## src/rtl/pda_pkg.sv

```systemverilog
`default_nettype none
// ============================================================================
// Module      : pda_pkg
// Description : Shared types and defaults for the DIV/MOD sequencer.
// Revision    : 1.0 - initial release
// ============================================================================
package pda_pkg;

   // Default operand/result width of the divider
   localparam int DIV_ANCHO_DEF = 32;

   // Divider sequencer states
   typedef enum logic [1:0] {
      IDLE = 2'd0,
      CALC = 2'd1,
      DONE = 2'd2
   } estado_div_t;

endpackage : pda_pkg
`default_nettype wire

```

## src/rtl/controlador_division_if.sv

```systemverilog
`default_nettype none
// ============================================================================
// Module      : controlador_division_if
// Description : start/listo/valido handshake and operand/result bus between
//               the control unit (master) and the divider (slave).
// Revision    : 1.0 - initial release
// ============================================================================
interface controlador_division_if
   import pda_pkg::*;
#(
   parameter int N = DIV_ANCHO_DEF
);
   logic         start;
   logic [N-1:0] dividendo;
   logic [N-1:0] divisor;
   logic         listo;
   logic         valido;
   logic [N-1:0] cociente;
   logic [N-1:0] residuo;
   logic         div_cero;

   // Control unit side: issues requests, consumes results
   modport master (
      output start, dividendo, divisor,
      input  listo, valido, cociente, residuo, div_cero
   );

   // Divider side
   modport slave (
      input  start, dividendo, divisor,
      output listo, valido, cociente, residuo, div_cero
   );
endinterface : controlador_division_if
`default_nettype wire

```

## src/rtl/controlador_division_restador.sv

```systemverilog
`default_nettype none
// ============================================================================
// Module      : restador_n
// Description : W-bit subtractor, difference plus negativo/cero/overflow flags.
//               negativo is the unsigned borrow (i_a < i_b).
// Revision    : 1.0 - initial release
// ============================================================================
module restador_n #(
   parameter int W = 32
) (
   input  wire logic [W-1:0] i_a,
   input  wire logic [W-1:0] i_b,
   output logic      [W-1:0] o_dif,
   output logic              o_negativo,
   output logic              o_cero,
   output logic              o_desbordamiento
);
   logic w_borrow;

   // One extra bit on the subtraction exposes the borrow out
   assign {w_borrow, o_dif} = {1'b0, i_a} - {1'b0, i_b};
   assign o_negativo        = w_borrow;
   assign o_cero            = (o_dif == '0);
   // Two's-complement overflow: operands of different sign and the result
   // sign differs from the minuend
   assign o_desbordamiento  = (i_a[W-1] ^ i_b[W-1]) & (o_dif[W-1] ^ i_a[W-1]);

endmodule : restador_n
`default_nettype wire

```

## src/rtl/controlador_division.sv

```systemverilog
`default_nettype none
// ============================================================================
// Module      : controlador_division
// Description : Sequencer for an unsigned N-bit restoring divider. One trial
//               subtraction per CALC cycle through a single (N+1)-bit
//               subtractor; the borrow selects keep or restore.
// Revision    : 1.0 - initial release
// ============================================================================
module controlador_division
   import pda_pkg::*;
#(
   parameter int N = DIV_ANCHO_DEF
) (
   input wire logic              clk,
   input wire logic              rst_n,
   controlador_division_if.slave bus
);
   localparam int CW = $clog2(N);

   estado_div_t    r_estado;
   logic [N-1:0]   r_q;
   logic [N-1:0]   r_d;
   logic [N-1:0]   r_r;
   logic [CW-1:0]  r_cnt;
   logic           r_listo;
   logic           r_valido;
   logic [N-1:0]   r_cociente;
   logic [N-1:0]   r_residuo;
   logic           r_div_cero;

   logic [N:0]     w_t;
   logic [N:0]     w_dif;
   logic           w_neg;
   logic           w_cero;
   logic           w_desb;
   logic [N-1:0]   w_r_sig;
   logic [N-1:0]   w_q_sig;
   logic [2:0]     w_unused_flags;

   // Partial remainder shifted left with the next dividend bit appended
   assign w_t = {r_r, r_q[N-1]};

   restador_n #(
      .W (N + 1)
   ) u_restador (
      .i_a              (w_t),
      .i_b              ({1'b0, r_d}),
      .o_dif            (w_dif),
      .o_negativo       (w_neg),
      .o_cero           (w_cero),
      .o_desbordamiento (w_desb)
   );

   // Since R < D always holds, a non-negative difference fits in N bits
   assign w_r_sig = w_neg ? w_t[N-1:0] : w_dif[N-1:0];
   assign w_q_sig = {r_q[N-2:0], ~w_neg};

   // Flags the restoring algorithm never needs
   assign w_unused_flags = {w_cero, w_desb, w_dif[N]};

   // Sequencer FSM, datapath registers and registered handshake outputs
   always_ff @(posedge clk or negedge rst_n) begin
      if (!rst_n) begin
         r_estado   <= IDLE;
         r_q        <= '0;
         r_d        <= '0;
         r_r        <= '0;
         r_cnt      <= '0;
         r_listo    <= 1'b1;
         r_valido   <= 1'b0;
         r_cociente <= '0;
         r_residuo  <= '0;
         r_div_cero <= 1'b0;
      end else begin
         case (r_estado)
            IDLE: begin
               r_valido <= 1'b0;
               if (bus.start) begin
                  r_q     <= bus.dividendo;
                  r_d     <= bus.divisor;
                  r_r     <= '0;
                  r_cnt   <= CW'(N - 1);
                  r_listo <= 1'b0;
                  if (bus.divisor == '0) begin
                     // Skip iterations; publish the fixed divide-by-zero result
                     r_estado   <= DONE;
                     r_valido   <= 1'b1;
                     r_cociente <= '1;
                     r_residuo  <= bus.dividendo;
                     r_div_cero <= 1'b1;
                  end else begin
                     r_estado   <= CALC;
                     r_div_cero <= 1'b0;
                  end
               end
            end
            CALC: begin
               r_r   <= w_r_sig;
               r_q   <= w_q_sig;
               r_cnt <= r_cnt - CW'(1);
               if (r_cnt == '0) begin
                  r_estado   <= DONE;
                  r_valido   <= 1'b1;
                  r_cociente <= w_q_sig;
                  r_residuo  <= w_r_sig;
               end
            end
            DONE: begin
               r_valido <= 1'b0;
               r_listo  <= 1'b1;
               r_estado <= IDLE;
            end
            default: begin
               r_valido <= 1'b0;
               r_listo  <= 1'b1;
               r_estado <= IDLE;
            end
         endcase
      end
   end

   assign bus.listo    = r_listo;
   assign bus.valido   = r_valido;
   assign bus.cociente = r_cociente;
   assign bus.residuo  = r_residuo;
   assign bus.div_cero = r_div_cero;

endmodule : controlador_division
`default_nettype wire

```

## src/flat_wrapper.sv

```systemverilog
// flat-port wrapper written by rule: the top's interface ports become plain ports
module controlador_division_flat import pda_pkg::*;
#(
   parameter int N = DIV_ANCHO_DEF
)
  (clk, rst_n, bus_start, bus_dividendo, bus_divisor, bus_listo, bus_valido, bus_cociente, bus_residuo, bus_div_cero);
  controlador_division_if #(.N(N)) bus_i ();
  input wire logic clk;
  input wire logic rst_n;
  input wire logic [$bits(bus_i.start)-1:0] bus_start;
  input wire logic [$bits(bus_i.dividendo)-1:0] bus_dividendo;
  input wire logic [$bits(bus_i.divisor)-1:0] bus_divisor;
  output wire logic [$bits(bus_i.listo)-1:0] bus_listo;
  output wire logic [$bits(bus_i.valido)-1:0] bus_valido;
  output wire logic [$bits(bus_i.cociente)-1:0] bus_cociente;
  output wire logic [$bits(bus_i.residuo)-1:0] bus_residuo;
  output wire logic [$bits(bus_i.div_cero)-1:0] bus_div_cero;
  assign bus_i.start = bus_start;
  assign bus_i.dividendo = bus_dividendo;
  assign bus_i.divisor = bus_divisor;
  assign bus_listo = bus_i.listo;
  assign bus_valido = bus_i.valido;
  assign bus_cociente = bus_i.cociente;
  assign bus_residuo = bus_i.residuo;
  assign bus_div_cero = bus_i.div_cero;
  controlador_division #(.N(N)) u_core (.clk(clk), .rst_n(rst_n), .bus(bus_i));
endmodule
```

## config.mk

```make
export PLATFORM = sky130hd
export DESIGN_NAME = controlador_division_flat
export DESIGN_NICKNAME = d
export VERILOG_FILES = /design/src/rtl/pda_pkg.sv /design/src/rtl/controlador_division_if.sv /design/src/rtl/controlador_division_restador.sv /design/src/rtl/controlador_division.sv /design/src/flat_wrapper.sv
export SDC_FILE = /design/constraint.sdc
export NUM_CORES = 1
export LEC_CHECK = 0
export BUFFER_PORTS_ARGS = -buffer_cell sky130_fd_sc_hd__buf_2
export CORE_UTILIZATION = 52
export CTS_CLUSTER_DIAMETER = 50
export DETAILED_ROUTE_END_ITERATION = 6
export PLACE_DENSITY = 0.82
export SYNTH_ARGS = -nofsm -noshare
export SYNTH_HDL_FRONTEND = slang
export SYNTH_HIERARCHICAL = 1
export SYNTH_SLANG_ARGS = --single-unit
```

## constraint.sdc

```tcl
create_clock -name clk -period 3.8 [get_ports clk]
set_input_delay 0.57 -clock clk [delete_from_list [all_inputs] [get_ports clk]]
set_output_delay 0.57 -clock clk [all_outputs]
set_load 0.02 [all_outputs]
```

==> results of run 1 <==
## layer usage
layer,up-vias,track usage (%),wire [µm]
li1,3723,-,-
met4,0,9.60,527
met1,3815,37.5,10700
met5,-,0,0
met2,334,40.9,10800
met3,36,4.95,1580
## worst paths after layout
| kind | cells after the start | slack [ns] | to |
|---|---|---|---|
| worst max-delay path | 18 | 0.07 | u_core/bus.residuo[24]$_DFFE_PN0P_ |
| worst min register to register | 2 | 0.48 | u_core/r_d[15]$_DFFE_PN0P_ |
| min in group clk | 3 | 0.34 | u_core/r_d[25]$_DFFE_PN0P_ |
| worst max register to register | 18 | 0.07 | u_core/bus.residuo[24]$_DFFE_PN0P_ |
| worst min-delay path | 1 | 0.23 | u_core/r_d[7]$_DFFE_PN0P_ |
| max in group asynchronous | 2 | 2.63 | u_core/bus.listo$_DFFE_PN1P_ |
## through the flow
stage	hold slack [ns]	utilization [%]	setup TNS, ns
CTS	0.259	62.7	0
global placement	0.457	59.0	0
global route	0.306	63.8	-0.274
floorplan	0.274	-	-0.376
detailed placement	0.462	59.0	0
finish	0.231	63.8	0
## sequential cells by signal, indices dropped and copies added, names as in the netlist
register,flops
u_core/r_r,32
u_core/bus.valido,1
u_core/r_d,32
u_core/bus.cociente,32
u_core/bus.listo,1
u_core/bus.residuo,32
u_core/r_cnt,5
u_core/r_estado,2
u_core/r_q,32
u_core/bus.div_cero,1
## cell usage in the layout (no fill, tap or decap), drive strengths merged, types with 3 or more instances in the layout
cell	count
nand4	6
clkbuf	23
inv	54
nor4	13
mux2i	32
a21boi	4
a31oi	36
o211ai	5
nor2	82
nand3	3
xnor2	12
buf	159
and3	4
o21ai	88
clkinv	5
bufinv	3
nor2b	5
a21oi	67
and2	4
o22a	31
xor2	11
a21o	43
ha	34
nor3	5
o21bai	3
o21a	5
nand2	194
dfrtp	169
a211oi	4
## critical path, delay by kind of cell (launching register included)
kind / cells / cell delay, ns
simple gates: 5 / 0.94
mux: 1 / 0.19
compound gates: 8 / 1.44
buf+inv: 3 / 0.42
flops: 1 / 0.38
fa+ha+maj: 1 / 0.21
## what timing repair did
action,in CTS,in global routing
resized for setup,0,12
endpoints found under the setup margin,0,64
buffers inserted,0,2
## where the power goes
part	leakage (nW)	internal, mW	switching, mW
Clock	0.305	1.10	0.744
Sequential	1.96	2.53	0.535
Combinational	3.02	2.72	3.88
Total	5.28	6.34	5.16
## area by class of cell
type                       instances  area [µm²]
fill                            1333        6070
multi-input combinational        718        4340
sequential                       170        4260
timing repair buffer             162         983
clock buffer                      20         467
tap                              220         275
inverter                          52         200
clock inverter                    12         161
==> metrics.yaml, run 1 <==
timing:
  worstMarginPinSlew_ns: 0.974
  finalCritPeriodShare_pct: 98.2
  setup_violations: 0
  finalMaxSlewViolations: 0
  fin_crit_ns: 3.73
  setup_ws_ns: 0.0688
  clock_skew_ns: 0.0119
  slew_headroom_pct: 34.8
  final_hold_viol_count: 0
  fmax_mhz: 268
grt:
  overflow: 0
  grt_usage_pct: 26.5
  grt_max_degree: 99
  grt_pass1_wl_mm: 37.2
  grt_pass1_vias: 7461
  antenna_found_initial: 0
floorplan:
  dieArea_um2: 17800
  io-pin-count: 134
  start_util_pct: 53.7
  dieHeight_um: 134
  coreArea_um2: 16800
  die_width_um: 134
  row_count: 47
clock_network:
  cts_tree: "yes"
  cts_made_buffers: 17
  clock_sinks: 170
  clk_path_buf_depth: 2
  cts-hold-fix-buffers: 0
  htreeDepth: 4
  clkLatencyLatePin_ns: 0.43
  ctsRootBufferMaster: "clkbuf_16"
  clk_pin_slew_worst_paths_ns: 0.06
routing:
  drtAntennaViolNets: 0
  post_drt_wl_per_cell_um: 17.4
  via_count: 7908
  wl_mm: 23.6
  viasPerCell: 5.84
  drtPass1Iterations: 5
  drc: 0
  drt-initial-drc-count: 660
placed_design:
  place_hpwl_mm: 15.9
  place_ws_ns: 0.0877
  gp_congestion: 0.895
  port_buffers: 133
  place_inst: 1316
  dpl-instance-area_um2: 9890
worst_setup_path:
  cp.arrival_ns: 4.02
  crit_type: "reg -> reg"
  startpoint_type: "register"
  crit_path_top_delay_cell: "or4_4"
  cp_max_fo: 8
  worstSetupStartpoint: "u_core/r_d[1]$_DFFE_PN0P_"
  crit_top_cell: "a21o_1"
  slowest_delay_ns: 0.51
  critPathCaptureType: "register"
  path_cells: "inv_2, ha_4, nor2b_2, o2111a_2, or4_4, nand4b_4, nand2_2, a211oi_2, o21bai_1, a21o_1, a21o_1, a21oi_4, buf_12, clkbuf_16, mux2i_1, nor2_1, a21oi_1, o21ai_1"
  r2r_start: "u_core/r_d[1]$_DFFE_PN0P_"
  cp.required_ns: 4.09
power:
  p_per_area_nw_per_um2: 1080
  p_leak_nw: 5.28
  totalPowerFinal_mw: 11.5
  peakVddDrop_mv: 0.437
yosys:
  netlist_area_um2: 9000
  yosys_warnings: 6
  synth_nets: 1100
  synth_cells: 998
  syn_avg_cell_area_um2: 9.02
status:
  status: "finished, final reports clean"
cells_and_area:
  antenna_cells: 0
  fin_nets: 1223
  area_growth_pct: 18.7
  layout.cells.non_filler: 1354
  post_route_cells_drive_above_1_share_pct: 19.9
  final_area_um2: 10700
job:
  cap_viol_max_count: 0
min_path:
  hold_class: "in -> async"
Note: power is estimated with default switching activity, not from simulation.
==> run 2: changes to the inputs <==
--- a/config.mk
+++ b/config.mk
@@ -12,5 +12,4 @@
 export PLACE_DENSITY = 0.82
 export SYNTH_ARGS = -nofsm -noshare
 export SYNTH_HDL_FRONTEND = slang
-export SYNTH_HIERARCHICAL = 1
 export SYNTH_SLANG_ARGS = --single-unit
==> run 2 against run 1 <==
Combinational power decreased by 2%. Count of clock-buffer cells in the layout decreased by 1. Worst setup slack improved by 0.30 ns. Synthesized cell count increased by 5.2%. Critical path type unchanged. Flip-flop and latch count unchanged. Final area decreased by 1.0%. Area after synthesis increased by 2.4%. Non-clock buffer count decreased by 11. First-iteration DRC count increased by 6.2%. Clock power decreased by 3%.
==> metrics.yaml, run 2 <==
routing:
  drc: 0  # unchanged
  drt-initial-drc-count: 701  # +6.2%
  via_count: 8314  # +5.1%
  viasPerCell: 5.96  # +2.1%
  wl_mm: 24.4  # +3.5%
  drtAntennaViolNets: 0  # unchanged
  drtPass1Iterations: 6  # +1
  post_drt_wl_per_cell_um: 17.5  # +0.54%
yosys:
  synth_compound_area_share_pct: 19.5
  yosys.area_share.simple_pct: 20.0
  synth_common_cells: "201 x nand2_1, 169 x dfrtp_1, 102 x o21ai_0, 77 x nor2_1, 70 x a21oi_1"
  synthTopCellsByArea: "dfrtp_1 46%, nand2_1 8.2%, o21ai_0 5.5%"
  ys_ff_latch: 170
  yosys_most_used_dff: "dfrtp_1"
  yosys.area_share.adder_pct: 4.83
  netlist_area_um2: 9220  # +2.4%
  synth_cells: 1050  # +5.2%
  yosysSeqAreaShare_pct: 46.1
  synthArstFlopShare_pct: 100
  synth_nets: 1152  # +4.7%
  synth_top_area_share_pct: 45.9
  yosys_warnings: 0  # -6
  muxShareOfSynthArea_pct: 1.59
  synth.distinct_cells: 75
  synth_top_family_by_area: "simple AND/OR/NAND/NOR gates"
  yosysTopAreaCell: "dfrtp_1"
  synth_xor_area_share_pct: 2.18
  synth.most_common_cell: "nand2_1"
  synth_edf_count: 0
  syn_avg_cell_area_um2: 8.78  # -2.6%
min_path:
  hold_class: "in -> async"
grt:
  grt_pass1_vias: 7510  # +0.66%
  overflow: 0  # unchanged
  grt_use_met2_pct: 41.7  # +0.88 points
  grt_use_met1_pct: 41.8  # +4.3 points
  antenna_found_initial: 0  # unchanged
  grt_pass1_wl_mm: 39.6  # +6.4%
  grt_max_degree: 115  # +16%
  grt_util_met3_pct: 5.09  # +0.14 points
  grt_usage_pct: 28.0  # +1.5 points
  top_usage_layer: "met1"
cells_and_area:
  fin_nets: 1258  # +2.9%
  fill_cells: 1481  # +11%
  post_route_cells_drive_above_1_share_pct: 19.0  # -0.94 points
  regArea_um2: 4260  # unchanged
  area_growth_pct: 14.7
  antenna_cells: 0  # unchanged
  layout_commonest_cell: "nand2_1"
  multi_input_area_um2: 4460  # +2.7%
  mostFrequentLayoutCells: "201 x nand2_1, 169 x dfrtp_1, 132 x buf_2"
timing:
  finalMaxSlewViolations: 0  # unchanged
  worstMarginPinSlew_ns: 1.08  # +0.103 ns
  rsz0062_at_grt: "no"
  finalSetupTns_ns: 0  # unchanged
  slew_headroom_pct: 28.2  # -6.7 points
  setup_violations: 0  # unchanged
  fmax_mhz: 292  # +8.8%
  fin_crit_ns: 3.43  # -0.302 ns
  finalCritPeriodShare_pct: 90.2  # -8.0 points
  hold_slack_ns: 0.106  # -0.125 ns
  setup_ws_ns: 0.371  # +0.302 ns
  final_hold_viol_count: 0  # unchanged
  clock_skew_ns: 0.0124  # +0.000507 ns
worst_setup_path:
  startpoint_type: "register"
  cp_max_fo: 15  # +7
  crit_type: "reg -> reg"
  slowest_delay_ns: 0.63  # +0.12 ns
  critPathCaptureType: "register"
  crit_top_cell: "a21oi_2"
  cp.required_ns: 4.14  # +0.05 ns
  cp.arrival_ns: 3.77  # -0.25 ns
  path_cells: "ha_1, a21o_1, a21oi_2, a21oi_2, o211ai_4, a311oi_4, o21ai_2, buf_4, mux2_2, o21ai_0"
  crit_path_top_delay_cell: "o21ai_2"
placed_design:
  port_buffers: 133  # unchanged
  gp_congestion: 0.943  # +5.4%
  place_hpwl_mm: 17.8  # +12%
  place_ws_ns: 0.416  # +0.328 ns
power:
  peakVddDrop_mv: 0.520  # +19%
  p_leak_nw: 4.99  # -5.5%
  totalPowerFinal_mw: 11.4  # -0.47%
  p_per_area_nw_per_um2: 1080  # +0.55%
clock_network:
  htreeDepth: 4  # unchanged
  cts_resized: 0  # unchanged
  clkLatencyLatePin_ns: 0.44  # about the same
  post-cts-setup-buffers: 0  # unchanged
  clk_path_buf_depth: 2  # unchanged
  clk_pin_slew_worst_paths_ns: 0.07  # about the same
  clock_sinks: 170  # unchanged
  ctsRootBufferMaster: "clkbuf_16"
  cts_made_buffers: 17  # unchanged
  cts_tree: "yes"
  cts-hold-fix-buffers: 0  # unchanged
floorplan:
  die_width_um: 135  # +1.2%
  dieHeight_um: 135  # +1.2%
  dieArea_um2: 18300  # +2.4%
  io-pin-count: 134  # unchanged
  coreArea_um2: 17300  # +3.2%
  start_util_pct: 53.3  # -0.40 points
  row_count: 48  # +2.1%
job:
  cap_viol_max_count: 0  # unchanged
status:
  status: "finished, final reports clean"
-- run 2: cell type report --
cell class                      count  area share [%]
Multi-Input combinational cell    776            42.2
Sequential cell                   170            40.2
Timing Repair Buffer              151            7.75
Clock buffer                       19            4.28
Tap cell                          225            2.66
Clock inverter                     13            1.48
Inverter                           40            1.42
-- run 2: final timing paths --
path / startpoint / to / slack (ns) / cells past startpoint
worst max register to register: u_core.r_r[2]$_DFFE_PN0P_ / u_core.bus.residuo[0]$_DFFE_PN0P_ / 0.37 / 10
max in group asynchronous: rst_n / u_core.bus.residuo[13]$_DFFE_PN0P_ / 2.80 / 2
worst max-delay path: u_core.r_r[2]$_DFFE_PN0P_ / u_core.bus.residuo[0]$_DFFE_PN0P_ / 0.37 / 10
min in group clk: bus_divisor[10] / u_core.r_d[10]$_DFFE_PN0P_ / 0.35 / 3
worst min register to register: u_core.bus.div_cero$_DFFE_PN0P_ / u_core.bus.div_cero$_DFFE_PN0P_ / 0.48 / 2
worst min-delay path: rst_n / u_core.r_d[5]$_DFFE_PN0P_ / 0.11 / 1
-- run 2: per-layer routing --
layer | vias to the layer above | part of all wire, %
met5 | - | 0
met4 | 0 | 1.3
met3 | 30 | 8.8
met2 | 416 | 44
met1 | 3947 | 45
li1 | 3921 | -
-- run 2: per-stage QoR --
step | instances | utilization (%) | instance area [µm²]
6_report | 1394 | 61.1 | 10600
5_1_grt | 1394 | 61.1 | 10600
4_1_cts | 1394 | 61.1 | 10600
3_5_place_dp | 1362 | 57.6 | 9970
3_3_place_gp | 1362 | 57.6 | 9970
2_1_floorplan | 1050 | - | 9220
-- run 2: cell families after synthesis --
family / Yosys count
DFF: 170
and+or+nand+nor: 413
buffers and inverters: 104
muxes: 13
AOI/OAI and AO/OA: 292
xor gates and xnor gates: 23
adders and majority gates: 35
-- run 2: worst max-delay path, delay by kind of cell, from the launching register on --
kind	cells	cell delay (ns)
buffers and inverters	1	0.32
adders and majority gates	1	0.39
DFF	1	0.40
muxes	1	0.37
AOI/OAI and AO/OA	7	1.85
-- run 2: power breakdown --
group | internal [mW] | switching, mW
Clock | 1.02 | 0.763
Sequential | 2.68 | 0.502
Combinational | 2.28 | 4.20
Total | 5.98 | 5.46
==> run 3: changes to the inputs <==
--- a/config.mk
+++ b/config.mk
@@ -10,6 +10,7 @@
 export CTS_CLUSTER_DIAMETER = 50
 export DETAILED_ROUTE_END_ITERATION = 6
 export PLACE_DENSITY = 0.82
+export REMOVE_ABC_BUFFERS = 1
 export SYNTH_ARGS = -nofsm -noshare
 export SYNTH_HDL_FRONTEND = slang
 export SYNTH_SLANG_ARGS = --single-unit
==> run 3 against run 2 <==
Clock power decreased by 6%. Highest routed layer unchanged. Via count decreased by 1.8%. Cell count about the same. Critical path type unchanged. Critical endpoint is now u_core.r_r[28]$_DFFE_PN0P_.
==> metrics.yaml, run 3 (synthesis results as in run 2) <==
status:
  status: "finished, final reports clean"
power:
  p_leak_nw: 4.96  # -0.53%
  pwr-share-clk_pct: 14.7  # -0.9 points
  p_per_area_nw_per_um2: 1080  # -0.61%
  p_switching_mw: 5.43  # -0.54%
  totalPowerFinal_mw: 11.3  # -1.0%
  internal_power_mw: 5.90  # -1.5%
  switching_share_pct: 48.0  # +0.24 points
  p_comb_share_pct: 57.2  # +0.6 points
  peakVddDrop_mv: 0.655  # +26%
  p_seq_share_pct: 28.1  # +0.3 points
routing:
  post_drt_wl_per_cell_um: 17.4  # -0.96%
  drtPass1Iterations: 6  # unchanged
  wl_mm: 24.2  # -1.0%
  drc: 0  # unchanged
  drtAntennaViolNets: 0  # unchanged
  viasPerCell: 5.86  # -1.7%
  drt-initial-drc-count: 938  # +34%
  via_count: 8165  # -1.8%
floorplan:
  dieArea_um2: 18300  # unchanged
  row_count: 48  # unchanged
  coreArea_um2: 17300  # unchanged
  dieHeight_um: 135  # unchanged
  io-pin-count: 134  # unchanged
  die_width_um: 135  # unchanged
  start_util_pct: 53.3  # unchanged
grt:
  antenna_found_initial: 0  # unchanged
  overflow: 0  # unchanged
  grt_pass1_wl_mm: 38.6  # -2.6%
  grt_usage_pct: 27.1  # -0.86 points
  grt_pass1_vias: 7508  # -0.027%
  grt_max_degree: 98  # -15%
cells_and_area:
  mostFrequentLayoutCells: "201 x nand2_1, 169 x dfrtp_1, 132 x buf_2"
  fin_nets: 1257  # -0.079%
  final_area_um2: 10500  # -0.43%
  post_route_cells_drive_above_1_share_pct: 18.7  # -0.33 points
  antenna_cells: 0  # unchanged
  layout_commonest_cell: "nand2_1"
  final_core_util_pct: 60.9  # -0.26 points
  area_growth_pct: 14.2
worst_setup_path:
  r2r_start: "u_core.r_q[31]$_DFFE_PN0P_"
  startpoint_type: "register"
  cp.required_ns: 4.13  # about the same
  worstSetupStartpoint: "u_core.r_q[31]$_DFFE_PN0P_"
  crit_type: "reg -> reg"
  cp.arrival_ns: 3.85  # +0.08 ns
  critPathCaptureType: "register"
  cp_max_fo: 3  # -12
timing:
  clock_skew_ns: 0.0111  # -0.00135 ns
  rsz0062_at_grt: "no"
  worstMarginPinSlew_ns: 0.914  # -0.163 ns
  setup_violations: 0  # unchanged
  slew_headroom_pct: 39.1  # +11 points
  fin_crit_ns: 3.52  # +0.0903 ns
  finalMaxSlewViolations: 0  # unchanged
  finalCritPeriodShare_pct: 92.6  # +2.4 points
  fmax_mhz: 284  # -2.6%
  final_hold_viol_count: 0  # unchanged
placed_design:
  gp_congestion: 0.919  # -2.6%
  dpl-instance-area_um2: 9970  # about the same
  port_buffers: 133  # unchanged
  place_hpwl_mm: 16.9  # -4.8%
clock_network:
  clk_path_buf_depth: 2  # unchanged
  cts_tree: "yes"
  ctsRootBufferMaster: "clkbuf_16"
  cts-hold-fix-buffers: 0  # unchanged
  cts_made_buffers: 17  # unchanged
  cts_resized: 0  # unchanged
  htreeDepth: 4  # unchanged
  post-cts-setup-buffers: 0  # unchanged
  clk_pin_slew_worst_paths_ns: 0.07  # about the same
  clkLatencyLatePin_ns: 0.44  # about the same
  clock_sinks: 170  # unchanged
job:
  cap_viol_max_count: 0  # unchanged
min_path:
  hold_class: "in -> async"
[run 3: worst max-delay path, stage by stage, from the launching register on]
cell and delay, ns:
dfrtp_1 0.42, inv_1 0.09, ha_1 0.17, inv_1 0.06
fa_1 0.43, a211oi_1 0.32, o211ai_1 0.22, a21oi_1 0.40
o31ai_4 0.12, a41oi_1 0.32, nor3b_1 0.46, nor4_2 0.13
o31ai_1 0.27
[run 3: per-stage QoR]
step / setup TNS [ns] / worst slack (ns) / cells / hold WS [ns]
after floorplan: -59.91 / -1.51 / 986 / 0.274
after global routing: 0 / 0.106 / 1393 / 0.317
after global placement: 0 / 0.604 / 1361 / 0.458
after CTS: 0 / 0.354 / 1393 / 0.281
after detailed placement: 0 / 0.473 / 1361 / 0.461
final: 0 / 0.281 / 1393 / 0.221
[run 3: final timing paths]
check                                              to  slack [ns]  depth (start not counted)
setup / recovery           u_core.r_r[28]$_DFFE_PN0P_        0.28                         12
hold / removal             u_core.r_q[28]$_DFFE_PN0P_        0.22                          1
setup reg to reg           u_core.r_r[28]$_DFFE_PN0P_        0.28                         12
hold reg to reg            u_core.r_r[31]$_DFFE_PN0P_        0.47                          2
max in group asynchronous   u_core.r_r[0]$_DFFE_PN0P_        2.71                          2
min in group clk           u_core.r_d[24]$_DFFE_PN0P_        0.35                          3
[run 3: metal layers]
metal / track usage (%) / wire, µm / share of wire [%]
met1: 38.7 / 10900 / 45
met2: 41.5 / 11100 / 46
met3: 3.85 / 1470 / 6.1
met4: 11.2 / 674 / 2.8
met5: 0 / 0 / 0
[run 3: power by group through the flow]
stage | clock [mW] | sequential, mW | combinational (mW)
2_1_floorplan | 0 | 3.51 | 4.15
3_3_place_gp | 0 | 3.16 | 6.20
3_5_place_dp | 0 | 3.19 | 6.35
4_1_cts | 1.68 | 3.17 | 6.42
5_1_grt | 1.76 | 3.26 | 7.13
6_report | 1.67 | 3.18 | 6.48
[run 3: area by class of cell]
cell class / count / area, µm²
Tap cell: 225 / 282
Clock inverter: 9 / 88.8
Clock buffer: 23 / 468
Timing Repair Buffer: 150 / 825
Inverter: 40 / 150
Sequential cell: 170 / 4260
Fill cell: 1490 / 6770
Multi-Input combinational cell: 776 / 4460
